`config.mk`:
```
export PLATFORM = sky130hd
export DESIGN_NAME = radix5_input_gather
export DESIGN_NICKNAME = d
export VERILOG_FILES = /design/src/rtl/radix5_pkg.sv /design/src/rtl/tag_delay.sv /design/src/rtl/radix5_input_gather.sv
export SDC_FILE = /design/constraint.sdc
export NUM_CORES = 1
export LEC_CHECK = 0
export BUFFER_PORTS_ARGS = -buffer_cell sky130_fd_sc_hd__buf_4
export CAP_MARGIN = 20
export CORE_UTILIZATION = 50
export CTS_CLUSTER_DIAMETER = 60
export DETAILED_ROUTE_END_ITERATION = 10
export GPL_TIMING_DRIVEN = 0
export PLACE_DENSITY = 0.75
export SLEW_MARGIN = 10
export SYNTH_ARGS = -nofsm -noshare
export SYNTH_HDL_FRONTEND = slang
export SYNTH_SLANG_ARGS = --single-unit
export TNS_END_PERCENT = 1
```
`constraint.sdc`:
```
create_clock -name clk -period 8.19 [get_ports clk]
set_input_delay 0 -clock clk [delete_from_list [all_inputs] [get_ports clk]]
set_output_delay 0 -clock clk [all_outputs]
set_load 0.005 [all_outputs]
```
`src/rtl/radix5_pkg.sv`:
```
// Shared types and sizes for the radix-5 butterfly pipeline.
// Sample width, points per frame and slot-counter sizing live here so every stage agrees.
package radix5_pkg;

    localparam int DW     = 32;
    localparam int NPTS   = 5;
    localparam int SLOT_W = 3;

    localparam logic [SLOT_W-1:0] LAST_SLOT = SLOT_W'(NPTS - 1);

    typedef struct packed {
        logic [DW-1:0] re;
        logic [DW-1:0] img;
    } complex_t;

endpackage

```
`src/rtl/tag_delay.sv`:
```
// Fixed-depth shift register carrying a tag word; q is d delayed by DEPTH cycles.
// Advances every cycle with no stall input; synchronous active-low clear empties every stage.
module tag_delay #(
    parameter int DEPTH = 9,
    parameter int W     = 9
) (
    input  logic         clk,
    input  logic         rst_n,
    input  logic [W-1:0] d,
    output logic [W-1:0] q
);

    logic [W-1:0] stage [DEPTH];

    always_ff @(posedge clk) begin
        if (!rst_n) begin
            for (int i = 0; i < DEPTH; i++) begin
                stage[i] <= '0;
            end
        end else begin
            stage[0] <= d;
            for (int i = 1; i < DEPTH; i++) begin
                stage[i] <= stage[i-1];
            end
        end
    end

    assign q = stage[DEPTH-1];

endmodule

```
`src/rtl/radix5_input_gather.sv`:
```
// Gathers one complex sample per valid cycle into 5-point frames, held on x0..x4 one cycle after the 5th sample.
// No backpressure: every valid sample is accepted; a frame tag follows out_valid through a DS_LAT delay line.
module radix5_input_gather #(
    parameter int DW     = radix5_pkg::DW,
    parameter int DS_LAT = 9,
    parameter int FCW    = 8
) (
    input  logic           clk,
    input  logic           rst_n,
    input  logic           in_valid,
    input  logic           in_sync,
    input  logic [DW-1:0]  in_re,
    input  logic [DW-1:0]  in_img,
    output logic [DW-1:0]  x0_re,
    output logic [DW-1:0]  x1_re,
    output logic [DW-1:0]  x2_re,
    output logic [DW-1:0]  x3_re,
    output logic [DW-1:0]  x4_re,
    output logic [DW-1:0]  x0_img,
    output logic [DW-1:0]  x1_img,
    output logic [DW-1:0]  x2_img,
    output logic [DW-1:0]  x3_img,
    output logic [DW-1:0]  x4_img,
    output logic           out_valid,
    output logic [FCW-1:0] out_frame,
    output logic           frame_drop,
    output logic           ds_valid,
    output logic [FCW-1:0] ds_frame
);

    import radix5_pkg::*;

    logic [SLOT_W-1:0] slot;
    logic [FCW-1:0]    frame_cnt;

    // Slot NPTS-1 is never captured: the completing sample goes straight to the output bank.
    logic [DW-1:0] cap_re  [NPTS-1];
    logic [DW-1:0] cap_img [NPTS-1];
    logic [DW-1:0] x_re    [NPTS];
    logic [DW-1:0] x_img   [NPTS];

    logic [FCW:0]  ds_tag;

    always_ff @(posedge clk) begin
        if (!rst_n) begin
            slot       <= '0;
            frame_cnt  <= '0;
            out_frame  <= '0;
            out_valid  <= 1'b0;
            frame_drop <= 1'b0;
            for (int i = 0; i < NPTS - 1; i++) begin
                cap_re[i]  <= '0;
                cap_img[i] <= '0;
            end
            for (int i = 0; i < NPTS; i++) begin
                x_re[i]  <= '0;
                x_img[i] <= '0;
            end
        end else begin
            out_valid  <= 1'b0;
            frame_drop <= 1'b0;
            if (in_valid) begin
                // A sync always restarts the frame, even when it lands on the completing slot.
                if (in_sync) begin
                    cap_re[0]  <= in_re;
                    cap_img[0] <= in_img;
                    slot       <= SLOT_W'(1);
                    frame_drop <= (slot != '0);
                end else if (slot == LAST_SLOT) begin
                    for (int i = 0; i < NPTS - 1; i++) begin
                        x_re[i]  <= cap_re[i];
                        x_img[i] <= cap_img[i];
                    end
                    x_re[NPTS-1]  <= in_re;
                    x_img[NPTS-1] <= in_img;
                    out_valid     <= 1'b1;
                    out_frame     <= frame_cnt;
                    frame_cnt     <= frame_cnt + 1'b1;
                    slot          <= '0;
                end else begin
                    for (int i = 0; i < NPTS - 1; i++) begin
                        if (slot == SLOT_W'(i)) begin
                            cap_re[i]  <= in_re;
                            cap_img[i] <= in_img;
                        end
                    end
                    slot <= slot + 1'b1;
                end
            end
        end
    end

    assign x0_re  = x_re[0];
    assign x1_re  = x_re[1];
    assign x2_re  = x_re[2];
    assign x3_re  = x_re[3];
    assign x4_re  = x_re[4];
    assign x0_img = x_img[0];
    assign x1_img = x_img[1];
    assign x2_img = x_img[2];
    assign x3_img = x_img[3];
    assign x4_img = x_img[4];

    tag_delay #(
        .DEPTH (DS_LAT),
        .W     (FCW + 1)
    ) u_tag_delay (
        .clk   (clk),
        .rst_n (rst_n),
        .d     ({out_valid, out_frame}),
        .q     (ds_tag)
    );

    assign ds_valid = ds_tag[FCW];
    assign ds_frame = ds_tag[FCW-1:0];

endmodule

```
Word-level counts from Yosys, hierarchy flattened

Memory sizes are Yosys's and may differ from the RTL's.
Index checks and enable logic that the tools add are counted.

Memory bits (read-only): 0
Output and inout port bits: 339
Register bits after elaboration: 21
Memories: 5
Memory bits (writable): 657
Latch bits: 0
Bits of input ports: 68

Memories:

| memory            | depth | width | read ports | clocked after memory_dff | wr ports | RTL line                  | RTL |
|---|---|---|---|---|---|---|---|
| x_img             | 5     | 32    | 5          | 0                        | 5        | radix5_input_gather.sv:40 | `logic [DW-1:0] x_img [NPTS];` |
| x_re              | 5     | 32    | 5          | 0                        | 5        | radix5_input_gather.sv:39 | `logic [DW-1:0] x_re [NPTS];` |
| cap_img           | 4     | 32    | 4          | 0                        | 4        | radix5_input_gather.sv:38 | `logic [DW-1:0] cap_img [NPTS-1];` |
| cap_re            | 4     | 32    | 4          | 0                        | 4        | radix5_input_gather.sv:37 | `logic [DW-1:0] cap_re [NPTS-1];` |
| u_tag_delay.stage | 9     | 9     | 9          | 0                        | 9        | tag_delay.sv:13           | `logic [W-1:0] stage [DEPTH];` |

Equal/unequal tests: 4
Multiply operators: 0
Reductions and logical operators: 4
Shifts and indexed selects: 0
$lt $le $gt $ge: 0
Div/mod/pow operators: 0
Add/subtract/negate cells: 2
Mux-type cells: 66
Bitwise operators: 30

Operators with widths:

| kind                                                | number |
|---|---|
| two-way mux 32 bit                                  | 20 |
| two-way mux 9 bit                                   | 9 |
| two-way mux 1 bit                                   | 35 |
| bitwise OR 1 bit                                    | 29 |
| adder 8 x 1 -> 8 bit, second input constant         | 1 |
| equality test 3 x 2 -> 1 bit, second input constant | 2 |
| two-way mux 3 bit                                   | 2 |
| AND reduction 3 bit                                 | 2 |
| adder 3 x 1 -> 3 bit, second input constant         | 1 |
| equality test 3 x 1 -> 1 bit, second input constant | 1 |
| equality test 3 bit, second input constant          | 1 |
| logical NOT 3 bit                                   | 1 |
| nonzero test 3 bit                                  | 1 |
| inverter 1 bit                                      | 1 |

Longest topological paths before layout

Depth in word-level cells: 8
Mapped depth: 7
Depth with buffers taken out: 6

Cells and area by module

A second synthesis with hierarchy kept.

Cell total of the unflattened synthesis: 1495
Area, all modules: 24435.9 sq um

By module, submodules not included:

| module              | seq. area each (sq um) | instances | cells each | area an instance (sq um) |
|---|---|---|---|---|
| radix5_input_gather | 17717.0                | 1         | 1316       | 22098.7 |
| tag_delay           | 1621.6                 | 1         | 179        | 2337.2 |

Least setup slack after synthesis

No wires, ideal clock.

Kind: reg-to-reg
Start: register slot[0]
End: memory x_img[0][0] (enable)
Buffers on the path: 1
Setup slack: 232 ps
Setup time: 671 ps
Cell stages (with the launch flop): 7
Period minus slack after synthesis: 7958 ps
Arrival time: 7287 ps
Cells stage by stage: dfxtp_1 inv_1 ha_1 nand4b_4 and2_1 buf_2 inv_1

RTL lines:

| item                   | RTL line                  | RTL |
|---|---|---|
| start, declared        | radix5_input_gather.sv:33 | `logic [SLOT_W-1:0] slot;` |
| start signal, assigned | radix5_input_gather.sv:87 | `slot <= slot + 1'b1;` |
| end, declared          | radix5_input_gather.sv:40 |  |

==> results_dict.tcl <==
set metrics [dict create \
    cts_buffers 69 \
    h-tree-depth 3 \
    die-area_um2 49600 \
    crit_arrival_ns 3.10 \
    fin_ws_ns 5.32 \
    mostFrequentLayoutCell "and2_1" \
    area_growth_pct 29.0 \
    fin_setup_tns_ns 0 \
    layout_common_cells "659 x and2_1, 576 x edfxtp_1, 414 x buf_4" \
    cp_num_buf_inv 4 \
    synth_area_um2 24400 \
    die_w_um 223 \
    worst_pin_slew_ns 0.775 \
    leakage_nw 12.8 \
    yosysSeqAreaShare_pct 79.4 \
    status "complete, no violations" \
    n_antenna_cell 0 \
    synth-seq-cells 678 \
    clock_sinks 678 \
    reg2reg_slack_ns 5.32 \
    fin_crit_ns 2.87 \
    power_mw 7.33 \
    drive_gt1_share_pct 27.4 \
    critPathSlowestCell "inv_8" \
    irDropWorstVdd_mv 0.215 \
    slew_headroom_pct 48.3 \
    fmaxAchievable_mhz 348 \
    cp_max_fo 118 \
    fin_nets 2124 \
    vias 13525 \
    grt_overflow_total 0 \
    antenna_found_initial 0 \
    synth_cells 1494 \
    syn_nets 1568 \
    place_congestion 0.805 \
    root_buffer "clkbuf_16" \
    rsz0062_at_grt "false" \
    crit_type "reg -> reg" \
    grt_usage_pct 22.7 \
    min_path_type "in -> reg" \
    drt_iter0_drc 830 \
    num_rows 80 \
    power_density_nw_per_um2 233 \
    cp_top_family "buffers and inverters" \
    routed_wl_um 56500 \
    boundaryPins 407 \
    clockBufferDepth 3 \
    stdcell_area_um2 31400 \
    place_area_um2 28500 \
    antenna_left 0 \
    port_buffers 406 \
    worst_ep_required_time_ns 8.41 \
    wire_per_inst_um 20.8 \
    hpwl_um 37200 \
    slowest_delay_ns 0.52 \
    yosysWarningCount 0 \
    crit_chain "inv_1 > ha_1 > nand4b_4 > and2_1 > buf_2 > inv_8 > buf_16" \
    clock_latency_ns 0.59 \
    cts_setup_buffers 0 \
    setup_viol 0 \
    fp.dieH_um 223 \
    cts.clk_slew.worst_paths_ns 0.06 \
    grt_pass1_vias 13441 \
    end_kind "register" \
    syn_area_per_cell_um2 16.3 \
    finalHoldViolCount 0 \
    grt_max_degree 119 \
    drv_cap 0 \
    core_um2 47900 \
    grt_pass1_wl_um 82400 \
    initial_core_util_pct 50.8 \
    startpoint_type "register" \
    drc 0 \
    synth_cell_type_count 30 \
    dr.pass1.iters 5 \
    cts_tree "done" \
    fillers 3265 \
    skew_ns 0.0134 \
    vias_per_cell 4.98 \
    finalCritPeriodShare_pct 35.1 \
    place_ws_ns 5.33 \
    finalMaxSlewViolations 0 \
]
==> worst reg2reg max path: cells and delay by family (launching register included) <==
family                   cells  cell delay (ns)
AND/OR/NAND/NOR              2             0.37
adder cells (fa/ha/maj)      1             0.25
buffers and inverters        4             1.41
flip-flops                   1             0.35
==> flip-flops by register name, summed over array words and instances (netlist names) <==
register / flops
cap_img: 128
cap_re: 128
frame_cnt: 8
frame_drop: 1
out_frame: 8
out_valid: 1
slot: 3
u_tag_delay.stage: 81
x_img: 160
x_re: 160
==> final timing paths <==
kind                                        from                                   to  depth (start not counted)
max                         slot[0]$_SDFFE_PN0P_           x_re[0][123]$_SDFFCE_PN0P_                          7
min                                   in_img[21]         cap_img[3][21]$_SDFFCE_PN0P_                          3
max reg2reg                 slot[0]$_SDFFE_PN0P_           x_re[0][123]$_SDFFCE_PN0P_                          7
min reg2reg  u_tag_delay.stage[0][69]$_SDFF_PN0_  u_tag_delay.stage[0][78]$_SDFF_PN0_                          1
==> cells in the mapped netlist <==
library cell,instances,area (um^2)
a21oi_1,9,45.0
nor2_1,4,15.0
and3_1,3,18.8
xor2_1,1,8.76
a21boi_1,1,7.51
ha_1,6,75.1
nor3_1,1,5.00
clkbuf_2,30,150
or4_1,5,37.5
inv_2,1,3.75
nor2_2,1,6.26
nand3b_1,2,15.0
nand4b_4,1,23.8
buf_6,2,22.5
edfxtp_1,576,17300
o31ai_1,5,37.5
a22o_1,9,78.8
nand3_1,3,15.0
clkbuf_1,36,135
nand2b_1,5,31.3
nand2_1,5,18.8
o21ai_0,3,15.0
dfxtp_1,102,2040
inv_1,7,26.3
or2b_1,1,7.51
buf_2,6,30.0
buf_4,8,60.1
and2_1,659,4120
nand4_1,1,6.26
or3_1,1,6.26
==> what timing repair did <==
item,4_1_cts,5_1_grt
setup endpoints to repair,0,0
gates resized for setup,0,0
hold buffers,68,0
endpoints found under the hold margin,352,0
==> power by group <==
| group | internal (mW) | switching, mW | leakage (nW) | total, mW |
|---|---|---|---|---|
| combinational | 0.139 | 0.172 | 4.88 | 0.311 |
| sequential | 3.86 | 0.0341 | 6.79 | 3.89 |
| clock | 1.87 | 1.26 | 1.13 | 3.13 |
| total | 5.86 | 1.46 | 12.8 | 7.33 |
==> cell families after synthesis <==
family,after synthesis,share of synthesized area [%]
buffers and inverters,90,1.76
AO/OA/AOI/OAI,27,0.755
flip-flops,678,79.4
AND/OR/NAND/NOR,692,17.8
adder cells (fa/ha/maj),6,0.308
XOR/XNOR,1,0.0360
==> routing by layer <==
layer  up-vias  track usage [%]  share of wire, %  routed length [um]
met3       114             5.44               5.7                3200
met1      6754             28.1                40               22500
li1       6245                -                 -                   -
met5         -                0                 0                   0
met4         0             9.43               3.7                2070
met2       412             38.4                51               28700
==> through the flow <==
stage | instances | util, % | hold WS, ns
final | 2718 | 65.6 | 0.274
after global routing | 2718 | 65.6 | 0.266
after CTS | 2718 | 65.6 | 0.232
after detailed placement | 2526 | 59.4 | 0.312
after global placement | 2515 | 58.8 | 0.295
after floorplan | 1494 | - | 0.146
==> layout make-up <==
class	instances	area (um^2)	share of cell area (%)
clock inverters	32	308	0.979
multi-input cells	726	4640	14.7
clock buffers	92	1960	6.22
flip-flops and latches	678	19300	61.5
well taps	615	769	2.45
inverters	8	37.5	0.119
repair buffers	485	3990	12.7
plain buffers	82	398	1.27
Power figures use the tool's default switching activity.
